<file path="src/rtl/lsu_pkg.sv">
// Shared types and helpers for the RV32I load/store unit: funct3 codes,
// FSM state encoding, the latched request record and op legality checks.
package lsu_pkg;

  localparam logic [2:0] F3_B  = 3'b000;
  localparam logic [2:0] F3_H  = 3'b001;
  localparam logic [2:0] F3_W  = 3'b010;
  localparam logic [2:0] F3_BU = 3'b100;
  localparam logic [2:0] F3_HU = 3'b101;

  typedef enum logic [1:0] {
    ST_IDLE,
    ST_READ,
    ST_WRITE,
    ST_DONE
  } lsu_state_t;

  // Only what the READ state still needs once the bus inputs have moved on.
  typedef struct packed {
    logic [2:0] funct3;
    logic [1:0] offset;
  } lsu_req_t;

  function automatic logic op_illegal(input logic is_store, input logic [2:0] f3);
    if (is_store) return !(f3 == F3_B || f3 == F3_H || f3 == F3_W);
    return !(f3 == F3_B || f3 == F3_H || f3 == F3_W || f3 == F3_BU || f3 == F3_HU);
  endfunction

  function automatic logic misaligned(input logic [2:0] f3, input logic [1:0] off);
    case (f3[1:0])
      2'b01:   return off[0];
      2'b10:   return |off;
      default: return 1'b0;
    endcase
  endfunction

  // Clears the low address bits a halfword or word access cannot use.
  function automatic logic [1:0] eff_offset(input logic [2:0] f3, input logic [1:0] off);
    case (f3[1:0])
      2'b01:   return {off[1], 1'b0};
      2'b10:   return 2'b00;
      default: return off;
    endcase
  endfunction

endpackage

</file>
<file path="src/rtl/lsu_if.sv">
// Execute-side request/response and RAM data-side port bundle of the LSU.
interface lsu_if #(
  parameter int ADDR_WIDTH = 31,
  parameter int DATA_WIDTH = 31
);
  logic                  i_valid;
  logic                  o_ready;
  logic                  i_is_store;
  logic [2:0]            i_funct3;
  logic [ADDR_WIDTH:0]   i_addr;
  logic [DATA_WIDTH:0]   i_store_data;
  logic                  o_done;
  logic                  o_fault;
  logic [DATA_WIDTH:0]   o_load_data;
  logic                  o_mem_read_req;
  logic [ADDR_WIDTH:0]   o_mem_read_addr;
  logic [DATA_WIDTH:0]   i_mem_read_data;
  logic                  o_mem_write_enable;
  logic [3:0]            o_mem_byte_enable;
  logic [ADDR_WIDTH:0]   o_mem_write_addr;
  logic [DATA_WIDTH:0]   o_mem_write_data;

  modport slave (
    input  i_valid, i_is_store, i_funct3, i_addr, i_store_data, i_mem_read_data,
    output o_ready, o_done, o_fault, o_load_data, o_mem_read_req, o_mem_read_addr,
           o_mem_write_enable, o_mem_byte_enable, o_mem_write_addr, o_mem_write_data
  );

  modport master (
    output i_valid, i_is_store, i_funct3, i_addr, i_store_data, i_mem_read_data,
    input  o_ready, o_done, o_fault, o_load_data, o_mem_read_req, o_mem_read_addr,
           o_mem_write_enable, o_mem_byte_enable, o_mem_write_addr, o_mem_write_data
  );
endinterface

</file>
<file path="src/rtl/lsu_load_align.sv">
// Combinational load formatter: picks the addressed byte/half out of the RAM
// word and sign- or zero-extends it according to funct3.
module lsu_load_align
  import lsu_pkg::*;
#(
  parameter int DATA_WIDTH = 31
) (
  input  logic [DATA_WIDTH:0] i_word,
  input  logic [1:0]          i_offset,
  input  logic [2:0]          i_funct3,
  output logic [DATA_WIDTH:0] o_data
);

  logic signed [7:0]  byte_sel;
  logic signed [15:0] half_sel;

  always_comb begin
    case (i_offset)
      2'd0:    byte_sel = i_word[7:0];
      2'd1:    byte_sel = i_word[15:8];
      2'd2:    byte_sel = i_word[23:16];
      default: byte_sel = i_word[31:24];
    endcase
    half_sel = i_offset[1] ? i_word[31:16] : i_word[15:0];

    case (i_funct3)
      F3_B:    o_data = {{24{byte_sel[7]}}, byte_sel};
      F3_BU:   o_data = {24'd0, byte_sel};
      F3_H:    o_data = {{16{half_sel[15]}}, half_sel};
      F3_HU:   o_data = {16'd0, half_sel};
      F3_W:    o_data = i_word;
      default: o_data = '0;
    endcase
  end

endmodule

</file>
<file path="src/rtl/lsu.sv">
// RV32I load/store unit: one op at a time, IDLE->READ/WRITE->DONE, all outputs
// registered. Define LSU_MISALIGN_TRAP_EN to fault misaligned H/W accesses.
module lsu
  import lsu_pkg::*;
#(
  parameter int ADDR_WIDTH = 31,
  parameter int DATA_WIDTH = 31
) (
  input  logic clk,
  input  logic rst,
  input  logic clk_en,
  lsu_if.slave bus
);

  lsu_state_t          state_q, state_d;
  lsu_req_t            req_q, req_d;
  logic                ready_q, ready_d;
  logic                done_q, done_d;
  logic                fault_q, fault_d;
  logic [DATA_WIDTH:0] load_data_q, load_data_d;
  logic                rd_req_q, rd_req_d;
  logic [ADDR_WIDTH:0] rd_addr_q, rd_addr_d;
  logic                we_q, we_d;
  logic [3:0]          be_q, be_d;
  logic [ADDR_WIDTH:0] wr_addr_q, wr_addr_d;
  logic [DATA_WIDTH:0] wr_data_q, wr_data_d;

  logic [1:0]          acc_off;
  logic                acc_fault;
  logic [ADDR_WIDTH:0] acc_word;
  logic [DATA_WIDTH:0] aligned;

  lsu_load_align #(.DATA_WIDTH(DATA_WIDTH)) u_align (
    .i_word   (bus.i_mem_read_data),
    .i_offset (req_q.offset),
    .i_funct3 (req_q.funct3),
    .o_data   (aligned)
  );

  always_comb begin
    acc_word = {2'b00, bus.i_addr[ADDR_WIDTH:2]};
`ifdef LSU_MISALIGN_TRAP_EN
    acc_off   = bus.i_addr[1:0];
    acc_fault = op_illegal(bus.i_is_store, bus.i_funct3) | misaligned(bus.i_funct3, bus.i_addr[1:0]);
`else
    acc_off   = eff_offset(bus.i_funct3, bus.i_addr[1:0]);
    acc_fault = op_illegal(bus.i_is_store, bus.i_funct3);
`endif

    state_d     = state_q;
    req_d       = req_q;
    load_data_d = load_data_q;
    done_d      = 1'b0;
    fault_d     = 1'b0;
    rd_req_d    = 1'b0;
    rd_addr_d   = '0;
    we_d        = 1'b0;
    be_d        = 4'b0000;
    wr_addr_d   = '0;
    wr_data_d   = '0;

    case (state_q)
      ST_IDLE: begin
        if (bus.i_valid) begin
          req_d.funct3 = bus.i_funct3;
          req_d.offset = acc_off;
          if (acc_fault) begin
            state_d = ST_DONE;
            done_d  = 1'b1;
            fault_d = 1'b1;
          end else if (!bus.i_is_store) begin
            state_d   = ST_READ;
            rd_req_d  = 1'b1;
            rd_addr_d = acc_word;
          end else begin
            state_d   = ST_WRITE;
            we_d      = 1'b1;
            wr_addr_d = acc_word;
            case (bus.i_funct3)
              F3_B: begin
                be_d      = 4'b0001 << acc_off;
                wr_data_d = {4{bus.i_store_data[7:0]}};
              end
              F3_H: begin
                be_d      = 4'b0011 << acc_off;
                wr_data_d = {2{bus.i_store_data[15:0]}};
              end
              default: begin
                be_d      = 4'b1111;
                wr_data_d = bus.i_store_data;
              end
            endcase
          end
        end
      end
      ST_READ: begin
        load_data_d = aligned;
        state_d     = ST_DONE;
        done_d      = 1'b1;
      end
      ST_WRITE: begin
        state_d = ST_DONE;
        done_d  = 1'b1;
      end
      default: state_d = ST_IDLE;
    endcase

    ready_d = (state_d == ST_IDLE);
  end

  // Everything, outputs included, holds while clk_en is low.
  always_ff @(posedge clk or posedge rst) begin
    if (rst) begin
      state_q     <= ST_IDLE;
      req_q       <= '0;
      ready_q     <= 1'b1;
      done_q      <= 1'b0;
      fault_q     <= 1'b0;
      load_data_q <= '0;
      rd_req_q    <= 1'b0;
      rd_addr_q   <= '0;
      we_q        <= 1'b0;
      be_q        <= 4'b0000;
      wr_addr_q   <= '0;
      wr_data_q   <= '0;
    end else if (clk_en) begin
      state_q     <= state_d;
      req_q       <= req_d;
      ready_q     <= ready_d;
      done_q      <= done_d;
      fault_q     <= fault_d;
      load_data_q <= load_data_d;
      rd_req_q    <= rd_req_d;
      rd_addr_q   <= rd_addr_d;
      we_q        <= we_d;
      be_q        <= be_d;
      wr_addr_q   <= wr_addr_d;
      wr_data_q   <= wr_data_d;
    end
  end

  assign bus.o_ready            = ready_q;
  assign bus.o_done             = done_q;
  assign bus.o_fault            = fault_q;
  assign bus.o_load_data        = load_data_q;
  assign bus.o_mem_read_req     = rd_req_q;
  assign bus.o_mem_read_addr    = rd_addr_q;
  assign bus.o_mem_write_enable = we_q;
  assign bus.o_mem_byte_enable  = be_q;
  assign bus.o_mem_write_addr   = wr_addr_q;
  assign bus.o_mem_write_data   = wr_data_q;

endmodule
</file>
<file path="src/flat_wrapper.sv">
// flat-port wrapper written by rule: the top's interface ports become plain ports
module lsu_flat import lsu_pkg::*;
#(
  parameter int ADDR_WIDTH = 31,
  parameter int DATA_WIDTH = 31
)
  (clk, rst, clk_en, bus_i_valid, bus_i_is_store, bus_i_funct3, bus_i_addr, bus_i_store_data, bus_i_mem_read_data, bus_o_ready, bus_o_done, bus_o_fault, bus_o_load_data, bus_o_mem_read_req, bus_o_mem_read_addr, bus_o_mem_write_enable, bus_o_mem_byte_enable, bus_o_mem_write_addr, bus_o_mem_write_data);
  lsu_if #(.ADDR_WIDTH(ADDR_WIDTH), .DATA_WIDTH(DATA_WIDTH)) bus_i ();
  input  logic clk;
  input  logic rst;
  input  logic clk_en;
  input wire logic [$bits(bus_i.i_valid)-1:0] bus_i_valid;
  input wire logic [$bits(bus_i.i_is_store)-1:0] bus_i_is_store;
  input wire logic [$bits(bus_i.i_funct3)-1:0] bus_i_funct3;
  input wire logic [$bits(bus_i.i_addr)-1:0] bus_i_addr;
  input wire logic [$bits(bus_i.i_store_data)-1:0] bus_i_store_data;
  input wire logic [$bits(bus_i.i_mem_read_data)-1:0] bus_i_mem_read_data;
  output wire logic [$bits(bus_i.o_ready)-1:0] bus_o_ready;
  output wire logic [$bits(bus_i.o_done)-1:0] bus_o_done;
  output wire logic [$bits(bus_i.o_fault)-1:0] bus_o_fault;
  output wire logic [$bits(bus_i.o_load_data)-1:0] bus_o_load_data;
  output wire logic [$bits(bus_i.o_mem_read_req)-1:0] bus_o_mem_read_req;
  output wire logic [$bits(bus_i.o_mem_read_addr)-1:0] bus_o_mem_read_addr;
  output wire logic [$bits(bus_i.o_mem_write_enable)-1:0] bus_o_mem_write_enable;
  output wire logic [$bits(bus_i.o_mem_byte_enable)-1:0] bus_o_mem_byte_enable;
  output wire logic [$bits(bus_i.o_mem_write_addr)-1:0] bus_o_mem_write_addr;
  output wire logic [$bits(bus_i.o_mem_write_data)-1:0] bus_o_mem_write_data;
  assign bus_i.i_valid = bus_i_valid;
  assign bus_i.i_is_store = bus_i_is_store;
  assign bus_i.i_funct3 = bus_i_funct3;
  assign bus_i.i_addr = bus_i_addr;
  assign bus_i.i_store_data = bus_i_store_data;
  assign bus_i.i_mem_read_data = bus_i_mem_read_data;
  assign bus_o_ready = bus_i.o_ready;
  assign bus_o_done = bus_i.o_done;
  assign bus_o_fault = bus_i.o_fault;
  assign bus_o_load_data = bus_i.o_load_data;
  assign bus_o_mem_read_req = bus_i.o_mem_read_req;
  assign bus_o_mem_read_addr = bus_i.o_mem_read_addr;
  assign bus_o_mem_write_enable = bus_i.o_mem_write_enable;
  assign bus_o_mem_byte_enable = bus_i.o_mem_byte_enable;
  assign bus_o_mem_write_addr = bus_i.o_mem_write_addr;
  assign bus_o_mem_write_data = bus_i.o_mem_write_data;
  lsu #(.ADDR_WIDTH(ADDR_WIDTH), .DATA_WIDTH(DATA_WIDTH)) u_core (.clk(clk), .rst(rst), .clk_en(clk_en), .bus(bus_i));
endmodule
</file>
<file path="config.mk">
export PLATFORM = sky130hd
export DESIGN_NAME = lsu_flat
export DESIGN_NICKNAME = d
export VERILOG_FILES = /design/src/rtl/lsu_pkg.sv /design/src/rtl/lsu_if.sv /design/src/rtl/lsu_load_align.sv /design/src/rtl/lsu.sv /design/src/flat_wrapper.sv
export SDC_FILE = /design/constraint.sdc
export NUM_CORES = 1
export LEC_CHECK = 0
export CAP_MARGIN = 15
export CORE_MARGIN = 2
export CORE_UTILIZATION = 49
export DETAILED_ROUTE_END_ITERATION = 10
export HOLD_SLACK_MARGIN = 0.08
export PLACE_DENSITY_LB_ADDON = 0.15
export SYNTH_ARGS = -nofsm -noshare
export SYNTH_HDL_FRONTEND = slang
export SYNTH_HIERARCHICAL = 1
export SYNTH_SLANG_ARGS = --single-unit
</file>
<file path="constraint.sdc">
create_clock -name clk -period 7.1 [get_ports clk]
set_input_delay 1.42 -clock clk [delete_from_list [all_inputs] [get_ports clk]]
set_output_delay 1.42 -clock clk [all_outputs]
set_load 0.03 [all_outputs]
</file>
==> reports/qor.yml, run 1 <==
status:
  status: "finished clean"
yosys:
  yosysTopAreaCellShare_pct: 51.1
  synth_warnings: 6
  ys_types: 51
  synth_top_area_cell: "dfrtp_1"
  syn_area_per_cell_um2: 11.6
  synth_ff_type: "dfrtp_1"
  async_reset_ff_share_pct: 100
  syn_inst: 587
  yosysSeqAreaShare_pct: 51.5
  ys_ff_latch: 140
  syn-cell-area_um2: 6800
  synth_area_leaders: "dfrtp_1, o2bb2ai_1, mux2_2"
  synth-edff-count: 0
worst_setup_path:
  r2r_setup_slack_ns: 4.32
  r2r-start: "u_core/req_q[3]"
  crit_arrival_ns: 4.01
  cp-start-kind: "input port"
  crit_required_ns: 7.45
  worstPathMaxFanout: 33
  crit_type: "input port to flip-flop"
  r2r_end: "u_core/bus.o_load_data[24]"
  r2r_cells: 4
  crit_path_end_kind: "flip-flop"
clock_tree:
  cts_buffers: 17
  cts_tree: "built"
  cts.clk_slew.worst_paths_ns: 0.06
  post_cts_buffers: 0
  clkSinkCount: 140
  hold_buffers: 0
  postCtsResizedCells: 0
  htreeDepth: 4
  clock_path_buffers: 2
  clk_latency_ns: 0.42
  cts_root_buf: "clkbuf_16"
finish:
  fillers: 1045
  nets: 908
  num_antenna_cells: 0
  multi_input_area_um2: 2890
  final_core_util_pct: 71.4
  stdcell_count: 991
  regArea_um2: 3500
  final_area_um2: 9800
  syn_to_final_growth_pct: 44.1
  layout-drive-gt1-share_pct: 12.3
timing:
  setup_ws_ns: 3.44
  relSlewSlack_pct: 26.4
  rsz0062_at_grt: "no"
  post-route-period-util_pct: 51.6
  hold_viol: 0
  setup_violations: 0
  fin_skew_ns: 0.00687
  tightest_slew_ns: 1.10
  slew_viol_final: 0
  setup_tns_ns: 0
  fin_crit_ns: 3.66
  max_freq_mhz: 273
  fin_hold_ws_ns: 0.483
placement:
  post-dp-hpwl_um: 13400
  place_ws_ns: 3.06
  placed_area_um2: 9130
  gp_congestion: 0.882
  portBuffers: 236
  dpl.cell_count: 958
global_route:
  grt_first_pass_wirelength_um: 30800
  grt_pass1_vias: 5856
  overflow: 0
  grt_util_all_layers_pct: 26.8
  antenna_found_initial: 0
  grt_max_degree: 87
floorplanning:
  io_pins: 241
  initial_core_util_pct: 49.6
  core-area_um2: 13700
  rows: 43
  die_area_um2: 14800
  die_w_um: 122
  fp.dieH_um: 122
power_and_ir_drop:
  cellLeakagePower_nw: 4.14
  total_power_mw: 3.20
  ir_worst_vdd_mv: 0.202
  p_per_area_nw_per_um2: 327
drt:
  routed_wl_um: 19600
  drtIter0Drc: 529
  viasPerCell: 5.83
  first_pass_iters: 5
  wire_per_inst_um: 19.7
  drc: 0
  vias: 5780
  ant_nets: 0
hold_path:
  worstHoldPathType: "flip-flop to flip-flop"
  min_path_cells: 1
  min_to: "u_core/bus.o_mem_read_addr[9]"
  hold_path.startpoint: "u_core/bus.o_mem_read_addr[9]"
job:
  cap_violations: 0
[worst max-delay path, stage by stage]
cell and delay (ns):
clkdlybuf4s50_1 0.53, inv_1 0.10, ha_1 0.35, nor2_1 0.30, a21o_1 0.89, o211a_1 0.28
a221o_1 0.13
[cell usage after synthesis (all sizes together) (2+ instances only)]
| library cell | instances |
|---|---|
| o22ai | 3 |
| buf | 36 |
| a221o | 3 |
| inv | 26 |
| a21o | 6 |
| nand2 | 54 |
| o32ai | 16 |
| nor3b | 3 |
| o21ai | 10 |
| a22o | 9 |
| o221ai | 8 |
| mux4 | 3 |
| mux2 | 37 |
| nor3 | 3 |
| nand2b | 8 |
| o31ai | 2 |
| o211ai | 17 |
| nor2b | 4 |
| clkbuf | 18 |
| o32a | 2 |
| a22oi | 2 |
| a21oi | 4 |
| nor2 | 25 |
| nand3 | 20 |
| o2bb2ai | 75 |
| a32oi | 3 |
| a221oi | 8 |
| or2 | 4 |
| dfrtp | 139 |
| ha | 6 |
| mux2i | 25 |
[cell usage in the layout (no fill, tap or decap), types with 4 or more instances in the layout]
master	Yosys	routed
a21o_1	6	6
a21oi_1	4	4
a221oi_1	8	8
a22o_1	9	9
buf_4	7	6
bufinv_16	0	4
clkbuf_16	0	17
clkdlybuf4s50_1	0	236
conb_1	1	4
dfrtp_1	139	139
ha_1	6	6
inv_1	25	24
inv_6	0	4
mux2_2	36	36
mux2i_1	25	25
nand2_1	52	52
nand2b_1	8	8
nand3_1	20	20
nor2_1	22	22
nor2b_1	4	4
o211ai_1	7	7
o211ai_2	10	10
o21ai_0	10	10
o221ai_1	8	8
o2bb2ai_1	75	75
o32ai_1	16	16
[worst max-delay path by stage]
stage	from	end	slack, ns	cells after the start
6_report	bus_i_funct3[0]	u_core/state_q[1]	3.44	7
2_1_floorplan	rst	u_core/bus.o_done	1.93	1
4_1_cts	bus_i_funct3[0]	u_core/bus.o_fault	3.47	7
5_1_grt	bus_i_funct3[0]	u_core/bus.o_fault	3.22	7
3_3_place_gp	bus_i_funct3[0]	u_core/bus.o_done	3.16	7
3_5_place_dp	bus_i_funct3[1]	u_core/state_q[1]	3.06	7
[layer usage]
metal  vias up  track usage, %  wire length (um)
met5         -               0                 0
met4         0            11.7               592
met3        44            7.44              1660
met2       282            42.4              9380
met1      2850            34.7              7920
li1       2604               -                 -
[cells by family (layout without fill, tap and decap cells)]
| kind of cell | Yosys count | count (layout) | synth area share, % |
|---|---|---|---|
| compound gates | 171 | 171 | 21.7 |
| fa+ha+maj | 6 | 6 | 1.10 |
| buf+inv | 80 | 301 | 6.07 |
| flops | 140 | 140 | 51.5 |
| mux | 65 | 65 | 11.0 |
| other cells | 1 | 4 | 0.0551 |
| simple gates | 124 | 124 | 8.61 |
[where the power goes]
| group | internal [mW] | switching [mW] |
|---|---|---|
| combinational | 0.534 | 0.674 |
| clock | 0.597 | 0.364 |
| sequential | 0.923 | 0.109 |
| total | 2.05 | 1.15 |
[registers in the layout, indices dropped and copies added (netlist names)]
signal and count:
u_core/bus.o_load_data 32, u_core/bus.o_ready 1, u_core/bus.o_mem_write_data 32, u_core/state_q 2, u_core/bus.o_done 1, u_core/bus.o_mem_byte_enable 4
u_core/bus.o_mem_read_addr 30, u_core/bus.o_mem_write_addr 30, u_core/req_q 5, u_core/bus.o_mem_read_req 1, u_core/bus.o_fault 1, u_core/bus.o_mem_write_enable 1
[cell type report]
class                      count  area share, %
clock buffer                  18           4.38
inverter                      26           1.05
multi-input combinational    370           29.5
tap                          180           2.30
clock inverter                14           2.12
sequential                   140           35.8
timing repair buffer         243           24.8
No activity file was read; power rests on OpenSTA's default activity.
==> inputs of run 2 (changes only) <==
--- a/config.mk
+++ b/config.mk
@@ -7,7 +7,7 @@
 export LEC_CHECK = 0
 export CAP_MARGIN = 15
 export CORE_MARGIN = 2
-export CORE_UTILIZATION = 49
+export CORE_UTILIZATION = 41
 export DETAILED_ROUTE_END_ITERATION = 10
 export HOLD_SLACK_MARGIN = 0.08
 export PLACE_DENSITY_LB_ADDON = 0.15
==> constraint.sdc (replaced) <==
create_clock -name clk -period 3 [get_ports clk]
set_input_delay 0.6 -clock clk [delete_from_list [all_inputs] [get_ports clk]]
set_output_delay 0.6 -clock clk [all_outputs]
set_load 0.03 [all_outputs]
==> run 2 against run 1 <==
  * Clock skew increased by 0.0022 ns
  * Sequential share of layout area down 0.45 points
  * Clock power is 130% higher
  * Power rose by 140%
  * Sequential power increased by 130%
  * Global-route usage is 3.5 points lower
  * Die area grew 19%
  * Register-to-register slack worse by 3.6 ns
  * Wire length grew 3.5%
  * Worst hold slack lost 0.0038 ns
  * Critical endpoint is now u_core/bus.o_mem_write_data[25]
  * Largest cell class unchanged
==> reports/qor.yml, run 2 (synthesis results as in run 1) <==
finish:
  num_antenna_cells: 0  # unchanged
  final_area_um2: 9920  # was 9800 um^2
  fillers: 1307  # was 1045
  nets: 918  # was 908
  layout-drive-gt1-share_pct: 13.4  # was 12.3%
  syn_to_final_growth_pct: 45.9  # was 44.1%
  mostFrequentLayoutCells: "clkdlybuf4s50_1, dfrtp_1, o2bb2ai_1"  # unchanged
  final_common_cell: "clkdlybuf4s50_1"  # unchanged
global_route:
  antenna_found_initial: 0  # unchanged
  grt_pass1_vias: 5925  # was 5856
  overflow: 0  # unchanged
  grt_util_all_layers_pct: 23.3  # was 26.8%
  grt_first_pass_wirelength_um: 32400  # was 30800 um
  grt_max_degree: 81  # was 87
placement:
  post-dp-hpwl_um: 13900  # was 13400 um
  portBuffers: 236  # unchanged
  placed_area_um2: 9320  # was 9130 um^2
  gp_congestion: 0.907  # was 0.882
floorplanning:
  initial_core_util_pct: 41.4  # was 49.6%
  io_pins: 241  # unchanged
  core-area_um2: 16400  # was 13700 um^2
  fp.dieH_um: 133  # was 122 um
  rows: 47  # was 43
  die_w_um: 133  # was 122 um
  die_area_um2: 17600  # was 14800 um^2
worst_setup_path:
  crit_required_ns: 3.27  # was 7.45 ns
  slowest_stage: "clkdlybuf4s50_1"  # was a21o_1
  critPathBufInv: 3  # was 2
  r2r_end: "u_core/bus.o_load_data[8]"  # was u_core/bus.o_load_data[24]
  worstPathMaxFanout: 19  # was 33
  r2r_cells: 5  # was 4
  crit_path_end_kind: "flip-flop"  # unchanged
  r2r-start: "u_core/req_q[0]"  # was u_core/req_q[3]
  startpoint: "bus_i_funct3[1]"  # was bus_i_funct3[0]
  cp_cell_sequence: "clkdlybuf4s50_1, inv_1, ha_1, nor2_1, or2_1, buf_4, a221oi_1, o32ai_1"  # was clkdlybuf4s50_1, inv_1, ha_1, nor2_1, a21o_1, o211a_1, a221o_1
  critical_path.max_stage_delay_ns: 0.43  # was 0.89 ns
  crit_type: "input port to flip-flop"  # unchanged
  cp-start-kind: "input port"  # unchanged
  critPathTopFamily: "buffers and inverters"  # was compound AO/OA/AOI/OAI gates
  crit_arrival_ns: 2.71  # was 4.01 ns
  r2r_setup_slack_ns: 0.77  # was 4.32 ns
clock_tree:
  cts_root_buf: "clkbuf_16"  # unchanged
  clk_latency_ns: 0.41  # was 0.42 ns
  cts_tree: "built"  # unchanged
  hold_buffers: 0  # unchanged
  postCtsResizedCells: 0  # unchanged
  cts.clk_slew.worst_paths_ns: 0.06  # about the same
  post_cts_buffers: 0  # unchanged
  clock_path_buffers: 2  # unchanged
  htreeDepth: 4  # unchanged
  cts_buffers: 17  # unchanged
  clkSinkCount: 140  # unchanged
status:
  status: "finished clean"  # unchanged
drt:
  drtIter0Drc: 356  # was 529
  wl_met3_um: 1460  # was 1660 um
  routed_wl_um: 20200  # was 19600 um
  vias: 5732  # was 5780
  drt-met1-wl_um: 8740  # was 7920 um
  wl_met2_um: 9690  # was 9380 um
  viasPerCell: 5.51  # was 5.83
  wire_per_inst_um: 19.4  # was 19.7 um
  ant_nets: 0  # unchanged
  first_pass_iters: 5  # unchanged
  highest_layer: "met4"  # unchanged
  drc: 0  # unchanged
timing:
  post-route-period-util_pct: 81.5
  tightest_slew_ns: 0.774  # was 1.10 ns
  slew_viol_final: 0  # unchanged
  relSlewSlack_pct: 48.3  # was 26.4%
  setup_violations: 0  # unchanged
  fin_crit_ns: 2.44
  fin_skew_ns: 0.00903  # was 0.00687 ns
  setup_tns_ns: 0  # unchanged
  max_freq_mhz: 409
  rsz0062_at_grt: "no"  # unchanged
  hold_viol: 0  # unchanged
hold_path:
  hold_path.startpoint: "u_core/bus.o_mem_write_enable"  # was u_core/bus.o_mem_read_addr[9]
  min_path_cells: 1  # unchanged
  worstHoldPathType: "flip-flop to flip-flop"  # unchanged
  min_to: "u_core/bus.o_mem_write_enable"  # was u_core/bus.o_mem_read_addr[9]
power_and_ir_drop:
  total_power_mw: 7.52  # was 3.20 mW
  cellLeakagePower_nw: 4.18  # was 4.14 nW
  p_per_area_nw_per_um2: 758  # was 327 nW/um^2
  ir_worst_vdd_mv: 0.420  # was 0.202 mV
job:
  cap_violations: 0  # unchanged
[run 2: cell count changes in the layout (fill, tap and decap cells not counted)]
cell | previous run | this run
buf_12 | 0 | 4
buf_4 | 6 | 13
buf_16 | 1 | 0
clkinv_2 | 1 | 3
clkbuf_8 | 0 | 1
clkinvlp_4 | 1 | 3
bufinv_16 | 4 | 3
clkinv_4 | 3 | 1
inv_8 | 2 | 0
[run 2: cell type report]
class,instances,area [um^2],area share (%)
Inverter,26,101,1.02
Clock buffer,19,443,4.46
Multi-Input combinational cell,370,2890,29.2
Timing Repair Buffer,253,2540,25.6
Clock inverter,13,164,1.65
Sequential cell,140,3500,35.3
Tap cell,220,275,2.77
[run 2: layer usage]
| metal | vias up | global-route usage [%] |
|---|---|---|
| met5 | - | 0 |
| met4 | 0 | 8.30 |
| met3 | 23 | 6.55 |
| met2 | 218 | 36.4 |
| met1 | 2857 | 31.3 |
| li1 | 2634 | - |
[run 2: worst max-delay path by stage]
stage | depth (start not counted) | slack, ns | endpoint
3_5_place_dp | 7 | 0.15 | u_core/bus.o_mem_write_data[24]
2_1_floorplan | 1 | 0.65 | u_core/bus.o_done
6_report | 8 | 0.56 | u_core/bus.o_mem_write_data[25]
3_3_place_gp | 7 | 0.29 | u_core/bus.o_mem_write_data[27]
5_1_grt | 7 | 0.40 | u_core/bus.o_mem_write_data[25]
4_1_cts | 7 | 0.58 | u_core/bus.o_mem_write_data[24]
[run 2: report_power, final]
group          switching [mW]  internal (mW)  total (mW)
logic                    1.62           1.31        2.93
clock network           0.836           1.34        2.17
registers               0.235           2.18        2.42
[run 2: worst reg2reg max path, stage by stage, from the launching register on]
cell      delay, ns
dfrtp_1        0.76
mux2_2         0.45
a22oi_4        0.12
buf_4          0.33
o221ai_1       0.18
mux2_2         0.29
[run 2: through the flow]
| stage | worst slack (ns) | hold slack (ns) | utilization [%] | instances |
|---|---|---|---|---|
| global placement | 0.287 | 0.468 | 56.8 | 1009 |
| CTS | 0.581 | 0.482 | 60.5 | 1041 |
| global route | 0.400 | 0.499 | 60.5 | 1041 |
| finish | 0.556 | 0.480 | 60.5 | 1041 |
| detailed placement | 0.153 | 0.468 | 56.8 | 1009 |
| floorplan | 0.652 | 0.445 | - | 590 |
